--- src/rtl/traffic_phase_ctrl.sv ---
// traffic_phase_ctrl: timed Moore controller for a two-street intersection
// with sensor-extended green and an inserted pedestrian walk phase.
module traffic_phase_ctrl #(
  parameter int GREEN_MIN = 4,
  parameter int GREEN_MAX = 8,
  parameter int YELLOW_T  = 2,
  parameter int ALLRED_T  = 1,
  parameter int PED_T     = 3,
  parameter int CNT_W     = 4
) (
  input  logic       clk,
  input  logic       reset,
  input  logic       tick,
  input  logic       ta,
  input  logic       tb,
  input  logic       ped_req,
  output logic [1:0] la,
  output logic [1:0] lb,
  output logic       walk,
  output logic [2:0] phase,
  output logic       ped_pending
);

  typedef enum logic [2:0] {
    A_GRN = 3'd0,
    A_YEL = 3'd1,
    AR_AB = 3'd2,
    B_GRN = 3'd3,
    B_YEL = 3'd4,
    AR_BA = 3'd5,
    PED   = 3'd6,
    BAD   = 3'd7
  } state_t;

  localparam logic [CNT_W-1:0] C_GMIN = CNT_W'(GREEN_MIN - 1);
  localparam logic [CNT_W-1:0] C_GMAX = CNT_W'(GREEN_MAX - 1);
  localparam logic [CNT_W-1:0] C_YEL  = CNT_W'(YELLOW_T - 1);
  localparam logic [CNT_W-1:0] C_AR   = CNT_W'(ALLRED_T - 1);
  localparam logic [CNT_W-1:0] C_PED  = CNT_W'(PED_T - 1);

  localparam logic [1:0] L_GRN = 2'b00;
  localparam logic [1:0] L_YEL = 2'b01;
  localparam logic [1:0] L_RED = 2'b10;

  state_t           r_state;
  state_t           w_next;
  logic [CNT_W-1:0] r_cnt;
  logic             r_ped;
  logic             r_next_b;
  logic             w_chg;
  logic             w_enter_ped;
  logic             w_a_go;
  logic             w_b_go;

  // green exit: hard limit, or minimum served and no demand to keep it
  assign w_a_go = (r_cnt == C_GMAX) ||
                  ((r_cnt >= C_GMIN) && (!ta || r_ped));
  assign w_b_go = (r_cnt == C_GMAX) ||
                  ((r_cnt >= C_GMIN) && (!tb || r_ped));

  assign w_chg       = (w_next != r_state);
  assign w_enter_ped = w_chg && (w_next == PED);

  // state register, phase timer, pedestrian latch and walk-return flag
  always_ff @(posedge clk or posedge reset) begin
    if (reset) begin
      r_state  <= A_GRN;
      r_cnt    <= '0;
      r_ped    <= 1'b0;
      r_next_b <= 1'b0;
    end else begin
      r_state <= w_next;
      if (w_chg)
        r_cnt <= '0;
      else if (tick)
        r_cnt <= r_cnt + 1'b1;
      if (ped_req && (r_state != PED))
        r_ped <= 1'b1;
      else if (w_enter_ped)
        r_ped <= 1'b0;
      if (w_enter_ped)
        r_next_b <= (r_state == AR_AB);
    end
  end

  // next-state decision, evaluated only on tick edges
  always_comb begin
    w_next = r_state;
    unique case (r_state)
      A_GRN: if (tick && w_a_go) w_next = A_YEL;
      A_YEL: if (tick && r_cnt == C_YEL) w_next = AR_AB;
      AR_AB: if (tick && r_cnt == C_AR)
               w_next = r_ped ? PED : B_GRN;
      B_GRN: if (tick && w_b_go) w_next = B_YEL;
      B_YEL: if (tick && r_cnt == C_YEL) w_next = AR_BA;
      AR_BA: if (tick && r_cnt == C_AR)
               w_next = r_ped ? PED : A_GRN;
      PED:   if (tick && r_cnt == C_PED)
               w_next = r_next_b ? B_GRN : A_GRN;
      default: w_next = A_GRN;
    endcase
  end

  // Moore lamp decode from state only
  always_comb begin
    la   = L_RED;
    lb   = L_RED;
    walk = 1'b0;
    unique case (r_state)
      A_GRN: la = L_GRN;
      A_YEL: la = L_YEL;
      B_GRN: lb = L_GRN;
      B_YEL: lb = L_YEL;
      PED:   walk = 1'b1;
      default: ;
    endcase
  end

  assign phase       = r_state;
  assign ped_pending = r_ped;

endmodule

--- config.mk ---
export PLATFORM = sky130hd
export DESIGN_NAME = traffic_phase_ctrl
export DESIGN_NICKNAME = d
export VERILOG_FILES = /design/src/rtl/traffic_phase_ctrl.sv
export SDC_FILE = /design/constraint.sdc
export NUM_CORES = 1
export LEC_CHECK = 0
export CORE_MARGIN = 2
export CORE_UTILIZATION = 38
export CTS_CLUSTER_SIZE = 40
export DETAILED_ROUTE_END_ITERATION = 6
export PLACE_DENSITY = 0.69
export REMOVE_ABC_BUFFERS = 1
export SLEW_MARGIN = 20
export SYNTH_ARGS = -nofsm -noshare
export SYNTH_HDL_FRONTEND = slang
export SYNTH_SLANG_ARGS = --single-unit
--- constraint.sdc ---
create_clock -name clk -period 1.6 [get_ports clk]
set_input_delay 0.16 -clock clk [delete_from_list [all_inputs] [get_ports clk]]
set_output_delay 0.16 -clock clk [all_outputs]
set_load 0.005 [all_outputs]
==> flow_summary.toml, run 1 <==
[die]
rows = 16
fp.dieArea_um2 = 2390
fp.dieW_um = 48.9
core_um2 = 1940
io_pins = 15
die_h_um = 48.9
initial_core_util_pct = 39.5

[detailed_routing]
drt-pass1-iter-count = 4
wl_um = 2670
drc = 0
ant_nets = 0
wl_per_cell_um = 16.4
via_per_inst = 5.51
dr_total_vias = 898
first_iter_violations = 57

[timing]
relSlewSlack_pct = 74.9
holdWs_ps = 157
maxSlewViolCount = 0
finalCritPeriodShare_pct = 115
fmax_mhz = 545
worst_pin_slew_ps = 376
final_hold_viol_count = 0
fin_tns_setup_ps = -1400
setup_viol = 8
setup_ws_ps = -234
period_minus_slack_ps = 1830
worst_clock_skew_ps = 3.42
rsz0062_at_grt = "yes"

[cts]
cts.sinks = 9
path_clk_slew_ps = 60
clockRootBuffer = "clkbuf_4"
clk_latency_ps = 250
postCtsHoldBufs = 0
cts.path.max_buffers = 2
cts_max_level = 1
cts_tree = "done"
numCtsBuffers = 3

[worst_hold_path]
min_path_type = "in -> async"

[status]
status = "finished, violations left"
violations = "setup timing"

[global_routing]
grt_pass1_vias = 893
antenna_found_initial = 0
grt_max_degree = 11
globalRouteOverflowTotal = 0
grt_pass1_wl_um = 4120
grt_use_total_pct = 22.3

[critical_path]
critPathLaunchType = "register"
r2r_slack_ps = -230
path_class = "reg -> reg"
worstPathArrival_ps = 1960
worstPathRequired_ps = 1730
crit_fanout = 4
critPathCaptureType = "register"

[yosys]
syn_area_um2 = 767
synth_warnings = 0
synth.distinct_cells = 39
synth_edf_count = 0
synth.avg_cell_area_um2 = 8.52
synth-async-reset-ratio_pct = 100
ys_ff_latch = 9
synthCells = 90
ys_seq_area_share_pct = 29.4
synth_flop_cell = "dfrtp_1"

[cells_and_area]
drive_above_1_share_pct = 49.3
mostFrequentLayoutCells = "buf_4 (30), clkdlybuf4s50_1 (10), nand2_1 (7)"
fin_cells = 163
final_nets = 147
antenna_cells = 0
syn2layout_area_growth_pct = 77.0
layout_commonest_cell = "buf_4"

[place]
dpl.hpwl_um = 1810
place_congestion = 0.937
portBuffers = 14
placed_cells = 152

[power]
p_leak_nw = 0.568
power_w = 0.00215
ir_drop_mv = 1.21
power_density_nw_per_um2 = 1590

[job]
maxCapViolations = 0
-- repair_timing --
| action | in CTS | in global routing |
|---|---|---|
| pin swaps | 10 | 6 |
| resized for setup | 38 | 8 |
| setup endpoints to repair | 14 | 9 |
| buffers inserted | 7 | 2 |
-- Yosys cell counts, drive strengths merged (2+ instances only) --
cell	instances	share of area [%]
o21ai	3	2.0
mux2i	2	2.6
nand4	2	1.6
dfrtp	9	29
nand2	7	3.4
a21oi	5	3.8
and3	2	1.6
nand2b	4	3.3
nor3b	2	2.0
nor2b	2	1.6
o2111ai	2	2.3
buf	3	2.0
inv	8	3.9
nor3	4	2.6
ha	4	6.5
o211ai	3	2.9
o31ai	2	2.0
xor2	2	2.3
nor2	6	2.9
and4bb	2	3.3
-- stage by stage --
step	worst slack [ps]	utilization, %	cell area [µm²]
after floorplan	-117	-	752
after global placement	-295	57.0	1110
after detailed placement	-416	57.0	1110
after CTS	-162	67.9	1320
after global routing	-298	69.9	1360
final	-234	69.9	1360
-- power by group --
part | internal [W] | total [W] | switching [W]
clock | 0.0000953 | 0.000162 | 0.0000666
combinational | 0.000843 | 0.00157 | 0.000724
sequential | 0.000314 | 0.000426 | 0.000112
total | 0.00125 | 0.00215 | 0.000903
-- cells by family after synthesis --
family | count (synthesis) | synth area share, %
and+or+nand+nor | 37 | 28.7
AOI/OAI and AO/OA | 24 | 23.5
buffers and inverters | 11 | 5.87
DFF | 9 | 29.4
adders and majority gates | 4 | 6.53
xor gates and xnor gates | 3 | 3.43
muxes | 2 | 2.61
-- flip-flops by register name, summed over array words and instances, names as in the netlist --
register,cells
ped_pending,1
phase,3
r_cnt,4
r_next_b,1
-- final timing paths --
check / from / endpoint / cells after the start
setup / recovery: r_cnt[1] / r_cnt[3] / 6
hold reg to reg: r_next_b / r_next_b / 1
max in group asynchronous: reset / phase[1] / 2
hold / removal: reset / r_cnt[2] / 2
min in group clk: r_next_b / r_next_b / 1
setup reg to reg: r_cnt[1] / r_cnt[3] / 6
-- metal layers --
layer,global-route usage [%],vias to the layer above,share of wire (%)
li1,-,421,-
met2,35.8,43,48
met3,3.07,8,4.7
met5,0,-,0
met4,14.3,0,2.2
met1,28.0,426,45
-- area by class of cell --
class                   instances  area (µm²)
clock buffers                   4        26.3
fillers                       142         584
inverters                       8        35.0
multi-input cells              70         659
flip-flops and latches          9         231
well taps                      27        33.8
repair buffers                 45         372
-- worst max-delay path: stages, from the launching register on --
cell      delay (ps)
dfrtp_2          460
inv_4             90
ha_4             150
and4bb_2         290
nor4b_4          290
o31a_1           340
nor3_1            90
Power figures use the tool's default switching activity.
==> run 2, diff against run 1 <==
- SLEW_MARGIN: 20 -> 25
==> results of run 2 <==
No change in the layout: final DEF, timing and power equal those of run 1.
